<file path="src/rtl/uart_pkg.sv">
// Shared definitions for the UART blocks: frame geometry and the transmit FSM states.
package uart_pkg;

    localparam int UART_DATA_BITS  = 8;
    localparam int UART_FRAME_BITS = 10;

    typedef enum logic [1:0] {
        IDLE  = 2'd0,
        START = 2'd1,
        DATA  = 2'd2,
        STOP  = 2'd3
    } uart_state_e;

endpackage

</file>
<file path="src/rtl/sync_fifo.sv">
// Single-clock FIFO with a combinational head output. Push is ignored when full
// and pop is ignored when empty, so callers may strobe them freely.
module sync_fifo #(
    parameter int WIDTH = 8,
    parameter int DEPTH = 4
) (
    input  logic             clk,
    input  logic             reset,
    input  logic             push,
    input  logic             pop,
    input  logic [WIDTH-1:0] din,
    output logic [WIDTH-1:0] dout,
    output logic             full,
    output logic             empty
);

    localparam int AW = (DEPTH > 1) ? $clog2(DEPTH) : 1;

    logic [WIDTH-1:0] mem_q [DEPTH];
    logic [AW-1:0]    wr_ptr_q, wr_ptr_d;
    logic [AW-1:0]    rd_ptr_q, rd_ptr_d;
    logic [AW:0]      count_q, count_d;
    logic             do_push;
    logic             do_pop;

    // Occupancy flags come straight from the registered count.
    assign full    = (count_q == (AW+1)'(DEPTH));
    assign empty   = (count_q == '0);
    assign do_push = push && !full;
    assign do_pop  = pop && !empty;
    assign dout    = mem_q[rd_ptr_q];

    // Next pointers and count; DEPTH is a power of two so pointers wrap naturally.
    always_comb begin
        wr_ptr_d = wr_ptr_q;
        rd_ptr_d = rd_ptr_q;
        count_d  = count_q;
        if (do_push) wr_ptr_d = wr_ptr_q + AW'(1);
        if (do_pop)  rd_ptr_d = rd_ptr_q + AW'(1);
        case ({do_push, do_pop})
            2'b10:   count_d = count_q + (AW+1)'(1);
            2'b01:   count_d = count_q - (AW+1)'(1);
            default: count_d = count_q;
        endcase
    end

    // Pointer and count registers; reset discards all contents.
    always_ff @(posedge clk) begin
        if (reset) begin
            wr_ptr_q <= '0;
            rd_ptr_q <= '0;
            count_q  <= '0;
        end else begin
            wr_ptr_q <= wr_ptr_d;
            rd_ptr_q <= rd_ptr_d;
            count_q  <= count_d;
        end
    end

    // Storage array; entries are only meaningful between the pointers, so no reset.
    always_ff @(posedge clk) begin
        if (do_push) mem_q[wr_ptr_q] <= din;
    end

endmodule

</file>
<file path="src/rtl/uart_tx.sv">
// 8N1 UART transmitter: bytes written on the bus are queued in a FIFO and
// serialised LSB first at CLKS_PER_BIT clocks per bit. Frames run back to back
// while the FIFO has data.
//
// Handshake: there is no ready signal. A byte is taken on every clock where
// wr_en=1 and full=0; with full=1 the byte is dropped. full reflects the
// registered occupancy, so a same-cycle pop never makes room for that write.
module uart_tx
    import uart_pkg::*;
#(
    parameter int CLKS_PER_BIT = 16,
    parameter int FIFO_DEPTH   = 4
) (
    input  logic       clk,
    input  logic       reset,
    input  logic       wr_en,
    input  logic [7:0] wr_data,
    output logic       full,
    output logic       busy,
    output logic       tx
);

    localparam int                BAUD_W    = (CLKS_PER_BIT > 1) ? $clog2(CLKS_PER_BIT) : 1;
    localparam logic [BAUD_W-1:0] BAUD_LAST = BAUD_W'(CLKS_PER_BIT - 1);
    localparam logic [2:0]        LAST_BIT  = 3'(UART_DATA_BITS - 1);

    uart_state_e       state_q, state_d;
    logic [BAUD_W-1:0] baud_q, baud_d;
    logic [2:0]        bit_q, bit_d;
    logic [7:0]        shift_q, shift_d;
    logic              tx_q, tx_d;

    logic              fifo_pop;
    logic              fifo_empty;
    logic              fifo_full;
    logic [7:0]        fifo_dout;
    logic              baud_done;

    sync_fifo #(
        .WIDTH (UART_DATA_BITS),
        .DEPTH (FIFO_DEPTH)
    ) u_fifo (
        .clk   (clk),
        .reset (reset),
        .push  (wr_en),
        .pop   (fifo_pop),
        .din   (wr_data),
        .dout  (fifo_dout),
        .full  (fifo_full),
        .empty (fifo_empty)
    );

    assign baud_done = (baud_q == BAUD_LAST);
    assign full      = fifo_full;
    assign busy      = (state_q != IDLE) || !fifo_empty;
    assign tx        = tx_q;

    // Next-state logic: the shift register is consumed from bit 0 so tx always
    // takes shift_q[0] when moving to the next data bit.
    always_comb begin
        state_d  = state_q;
        baud_d   = baud_q;
        bit_d    = bit_q;
        shift_d  = shift_q;
        tx_d     = tx_q;
        fifo_pop = 1'b0;
        case (state_q)
            IDLE: begin
                baud_d = '0;
                bit_d  = '0;
                tx_d   = 1'b1;
                if (!fifo_empty) begin
                    fifo_pop = 1'b1;
                    shift_d  = fifo_dout;
                    tx_d     = 1'b0;
                    state_d  = START;
                end
            end
            START: begin
                if (baud_done) begin
                    baud_d  = '0;
                    bit_d   = '0;
                    tx_d    = shift_q[0];
                    shift_d = {1'b0, shift_q[7:1]};
                    state_d = DATA;
                end else begin
                    baud_d = baud_q + BAUD_W'(1);
                end
            end
            DATA: begin
                if (baud_done) begin
                    baud_d = '0;
                    if (bit_q == LAST_BIT) begin
                        tx_d    = 1'b1;
                        state_d = STOP;
                    end else begin
                        bit_d   = bit_q + 3'd1;
                        tx_d    = shift_q[0];
                        shift_d = {1'b0, shift_q[7:1]};
                    end
                end else begin
                    baud_d = baud_q + BAUD_W'(1);
                end
            end
            STOP: begin
                if (baud_done) begin
                    baud_d = '0;
                    if (!fifo_empty) begin
                        fifo_pop = 1'b1;
                        shift_d  = fifo_dout;
                        tx_d     = 1'b0;
                        state_d  = START;
                    end else begin
                        tx_d    = 1'b1;
                        state_d = IDLE;
                    end
                end else begin
                    baud_d = baud_q + BAUD_W'(1);
                end
            end
            default: begin
                tx_d    = 1'b1;
                state_d = IDLE;
            end
        endcase
    end

    // State registers; reset aborts any frame in progress and returns tx high.
    always_ff @(posedge clk) begin
        if (reset) begin
            state_q <= IDLE;
            baud_q  <= '0;
            bit_q   <= '0;
            shift_q <= '0;
            tx_q    <= 1'b1;
        end else begin
            state_q <= state_d;
            baud_q  <= baud_d;
            bit_q   <= bit_d;
            shift_q <= shift_d;
            tx_q    <= tx_d;
        end
    end

endmodule
</file>
<file path="config.mk">
export PLATFORM = sky130hd
export DESIGN_NAME = uart_tx
export DESIGN_NICKNAME = d
export VERILOG_FILES = /design/src/rtl/uart_pkg.sv /design/src/rtl/sync_fifo.sv /design/src/rtl/uart_tx.sv
export SDC_FILE = /design/constraint.sdc
export NUM_CORES = 1
export LEC_CHECK = 0
export BUFFER_PORTS_ARGS = -buffer_cell sky130_fd_sc_hd__buf_2
export CAP_MARGIN = 10
export CORE_MARGIN = 5
export CORE_UTILIZATION = 47
export DETAILED_ROUTE_END_ITERATION = 16
export HOLD_SLACK_MARGIN = 0.02
export SLEW_MARGIN = 20
export SYNTH_ARGS = -nofsm -noshare
export SYNTH_HDL_FRONTEND = slang
export SYNTH_SLANG_ARGS = --single-unit
</file>
<file path="constraint.sdc">
create_clock -name clk -period 2.88 [get_ports clk]
set_input_delay 0.576 -clock clk [delete_from_list [all_inputs] [get_ports clk]]
set_output_delay 0.576 -clock clk [all_outputs]
set_load 0.05 [all_outputs]
</file>
# After elaboration in Yosys (flattened, before gate mapping)
# Memory sizes are Yosys's and may differ from the RTL's. A register that Yosys moved wholly into a read port is not among the register bits.
# Cells that the tools add are included.
# word_totals
ff_bits,25
ram_bits,32
out_inout_bits,3
mem_count,1
# op_classes
n_addsub,6
eq_ne,14
mux,33
n_reduce_logical,15
# mem_list
name,words,width,rd,rd_clocked_by_memory_dff,wr,line_no,source
u_fifo.mem_q,4,8,1,1,1,sync_fifo.sv:19,logic [WIDTH-1:0] mem_q [DEPTH];
# op_table
cell,count
two-way mux 8 bit,5
one-hot mux 8 bit (4 select lines),1
two-way mux 2 bit,7
inequality test 2 bit (second input constant),6
two-way mux 1 bit,10
two-way mux 3 bit,3
one-hot mux 3 bit (3 select lines),1
one-hot mux 2 bit (4 select lines),1
one-hot mux 4 bit (2 select lines),1
AND reduction 4 bit,2
adder 3 x 1 -> 3 bit (second input constant),2
equality test 2 bit (second input constant),3
equality test 3 bit (second input constant),2
one-hot mux 3 bit (2 select lines),1
AND reduction 5 bit,1
adder 2 x 1 -> 2 bit (second input constant),2
adder 4 x 1 -> 4 bit (second input constant),1
equality test 2 x 1 -> 1 bit (second input constant),2
equality test 4 bit (second input constant),1
two-way mux 4 bit,1
one-hot mux 1 bit (4 select lines),1
nonzero test 2 bit,2
zero test 3 bit,1
AND reduction 3 bit,1
8 further kinds,10

# Longest topological paths before layout
# logic_depth
ltp_word,7
ltp_mapped,10

# Modules after synthesis
# A second synthesis with hierarchy kept.
# hier_totals
cells_unflattened,206
hier_area_um2,2685.1
# by_module_without_submodules
module,instances,cells_each,area_each_um2,seq_area_each_um2
sync_fifo,1,96,1635.3,1141.1
uart_tx,1,110,1049.8,360.3

# Worst setup path after synthesis
# No wires, ideal clock.
# synth_timing
path_kind,register to register
from,register state_q[0]
to,register u_fifo.count_q[2]
setup_time_ns,0.072
arrival_ns,2.560
t_required_ns,2.808
path_slack_ns,0.248
path_stages_with_launch,11
n_path_buf,1
cell_sequence,dfxtp_1 > inv_1 > ha_1 > clkbuf_1 > nor3_1 > ha_1 > inv_1 > fa_1 > xor2_1 > or3_1 > a21oi_1
# synth_between
elab_chain_cells,5
# synth_rtl
element,line_no,source
start: declaration,uart_tx.sv:27,"uart_state_e state_q, state_d;"
start signal: assignment,uart_tx.sv:137,state_q <= state_d;
equality test 2 bit / zero test 2 bit (equally long branches),uart_tx.sv:67,case (state_q)
one-hot mux 1 bit (2 select lines) *,uart_tx.sv:67,
logical AND 1 bit *,sync_fifo.sv:30,assign do_pop = pop && !empty;
net u_fifo.do_pop,sync_fifo.sv:24,logic do_pop;
equality test 2 x 1 -> 1 bit / equality test 2 bit (equally long branches),sync_fifo.sv:40,"case ({do_push, do_pop})"
one-hot mux 3 bit (2 select lines) / nonzero test 2 bit (equally long branches),-,
end signal: assignment,sync_fifo.sv:56,count_q <= count_d;
end: declaration,sync_fifo.sv:22,"logic [AW:0] count_q, count_d;"
# The timed path passes the listed nets; every way through them passes the cells marked *.
# A chain may end at the register's enable or synchronous reset.

# Worst setup path after layout
# Same ends and word-level chain as after synthesis.

==> results.md <==
* P per Cell Area at between 1000 and 1500 nW/um^2
* Async SR Flop Fraction at 0%
* Drt total wl at about 4600 um
* Highest clock rate at approximately 380 MHz
* Initial antenna violation count at 0
* Clock sink count at 59
* N_diodes at 0
* H-tree depth at 3
* Critical Path AT at around 2.9 ns
* Setup violations, final at 0
* Synth top area cells: edfxtp_1 37%, dfxtp_1 21%, mux2i_1 8.1%, ha_1 6.7%, nor2_1 3.2%
* Post-synthesis sequential area ratio at 57.7%
* Max-Cap Viols at 0
* Post-CTS sizing at 0
* Critical-path top delay cell: fa_1
* Chip Height at ~84 um
* Slew Limit Fails at 0
* DRC at 0
* Main flop type after synthesis: edfxtp_1
* Area leader, netlist: edfxtp_1
* Fill cells at 500
* CP Class: flip-flop to flip-flop
* Most frequent cells after synthesis: 32 x edfxtp_1, 27 x dfxtp_1, 22 x nor2_1
* Syn_nets at 238
* DIE WIDTH at approximately 84 um
* First-pass GRT wire length at 7780 um
* Met2 WL post-DR at about 2300 um
* Post-synth EDFFs at 32
* Largest fanout on the critical path at 5
* Skew final at slightly above 0.006 ns
* Yosys warning count at 0
* DR pass1 iterations at 4
* Drt initial violations at 86
* Crit path time final at between 2 and 3 ns
* Die area at between 7000 and 8000 sq um
* Syn-to-layout area delta at 10.6%
* Routed wl met3 at 177 um
* Synth top area share at 36.9%
* Core footprint at 5440 sq um
* Worst IR Drop VDD at between 0.0006 and 0.0007 V
* Nets at approximately 250
* Worst-margin pin slew at just over 0.9 ns
* Wire per inst at around 15 um
* CTS hold repair buffers at 0
* GPL Wtd Cong at 0.806
* Clk root buf: clkbuf_8
* Top routing layer in use: met4
* Clock-pin slew on the worst setup and hold paths at roughly 0.060 ns
* Buffers on Ports at 13
* Vias in the first global route at 1672
* Crit-path leading delay family: adder cells
* Final cell count without fillers at approximately 300
* Largest net degree at the start of global routing at 26
* Share of cells above drive strength 1 at between 15 and 20%
* Status: finished, final reports clean
* Site Rows at 27
* Routed Antenna Nets at 0
* Synthesized area per cell at roughly 12 sq um
* Max incr delay on CP at 0.44 ns
* Hold crit path type: flip-flop to flip-flop
* #FFs+latches synth at 59
* Final hold viol count at 0
* Total GRT Usage at roughly 14%
* Gr ovfl total at 0
* Final setup TNS at 0 ns
* Met1 Wirelength at just over 2000 um
* Post-CTS setup buffer count at 0
* TritonCTS clock tree: done
* Synth unique cells at 36
* I/O pin cnt at 14
* CTS Buffer Depth at 2
* Cells along the critical path: inv_1, ha_1, nor3_1, ha_1, inv_1, fa_1, xor2_1, or3_1, a21oi_1
* CP required at 3.13 ns
* Total chip power at 3.09 mW
* DR vias/cell at about 5.3
* Crit start category: flip-flop
* RSZ-0062 raised after global routing: no
* Vias at between 1500 and 2000
* WP buf/inv at 2
* Cts bufs inserted at 9
* Type of destination of the critical path: flip-flop
* Initial core utilization at 47.9%
* Max_slew headroom at roughly two fifths
* Most numerous cell in the Yosys netlist: edfxtp_1
* Placed cells at roughly 290
* Post-synthesis cell area at 2600 sq um
* Leak pwr at about 1.0 nW
* Final period util at between 90% and 100%
* Post-Syn Instances at approximately 210
* DPL Wire Length at 3270 um
* Clk_lat worst skew at roughly 0.33 ns
==> placed cells by master, fill, tap and decap left out, types with 2 or more instances in the layout <==
cell        instances
a211oi_1            3
a211oi_2            5
a21oi_1            10
and2_1              5
buf_2              13
clkbuf_1            2
clkbuf_8            9
clkinv_2            3
clkinvlp_4          2
dfxtp_1            27
edfxtp_1           32
ha_1               14
inv_1              10
mux2i_1            21
nand2_1             5
nand2b_1            5
nand3_1             2
nor2_1             22
nor3_1              3
nor4b_1             3
o21ai_0             5
o22ai_1             9
or3_1               2
xnor2_1             4
xor2_1              3
==> through the flow <==
stage / util (%) / hold slack (ns) / setup WS, ns / cell area, sq um
5_1_grt: 53.0 / 0.450 / 0.104 / 2880
4_1_cts: 53.0 / 0.440 / 0.258 / 2880
6_report: 53.0 / 0.448 / 0.267 / 2880
2_1_floorplan: - / 0.418 / 0.248 / 2600
3_3_place_gp: 50.0 / 0.427 / 0.404 / 2720
3_5_place_dp: 50.0 / 0.439 / 0.285 / 2720
==> where the power goes <==
group	switching, mW	total [mW]	internal, mW	leakage (nW)
Combinational	0.775	1.29	0.513	0.440
Sequential	0.119	1.18	1.06	0.515
Clock	0.311	0.618	0.307	0.0791
==> worst register-to-register path, delay by kind of cell, from the launching register on <==
family / cells / cell delay [ns]
adder cells (fa/ha/maj): 3 / 1.01
AND/OR/NAND/NOR: 2 / 0.62
flip-flops: 1 / 0.38
buffers and inverters: 2 / 0.20
XOR/XNOR: 1 / 0.16
AO/OA/AOI/OAI: 1 / 0.16
==> kinds of logic after synthesis <==
logic type	after synthesis	synth area share [%]
adder cells (fa/ha/maj)	15	7.50
AO/OA/AOI/OAI	38	11.0
AND/OR/NAND/NOR	52	10.1
multiplexers	21	8.07
XOR/XNOR	7	2.35
flip-flops	59	57.7
buffers and inverters	20	3.27
==> registers in the layout, indices dropped and copies added, names as in the netlist, named ones only <==
name,count
tx,1
u_fifo.mem_q,32
u_fifo.rd_ptr_q,2
bit_q,3
baud_q,4
u_fifo.wr_ptr_q,2
shift_q,8
u_fifo.count_q,3
state_q,2
==> final timing paths <==
check | from | end | slack, ns | cells past startpoint
setup / recovery | state_q[0]$_SDFFE_PP0P_ | u_fifo.count_q[2]$_SDFFE_PP0P_ | 0.27 | 9
hold / removal | baud_q[0]$_SDFF_PP0_ | baud_q[0]$_SDFF_PP0_ | 0.45 | 1
setup reg to reg | state_q[0]$_SDFFE_PP0P_ | u_fifo.count_q[2]$_SDFFE_PP0P_ | 0.27 | 9
hold reg to reg | baud_q[0]$_SDFF_PP0_ | baud_q[0]$_SDFF_PP0_ | 0.45 | 1
==> per-layer routing <==
| layer | global-route usage, % | vias to the layer above |
|---|---|---|
| met3 | 4.32 | 7 |
| li1 | - | 799 |
| met2 | 22.5 | 27 |
| met1 | 16.8 | 783 |
| met5 | 0 | - |
| met4 | 7.77 | 0 |
==> layout make-up <==
cell class	instances	area, sq um	area share [%]
Multi-Input combinational cell	133	1020	35.3
Tap cell	72	90.1	3.13
Sequential cell	59	1500	52.1
Clock buffer	11	131	4.56
Timing Repair Buffer	14	72.6	2.52
Inverter	10	37.5	1.30
Clock inverter	5	30.0	1.04
Note: power is estimated with default switching activity, not from simulation.
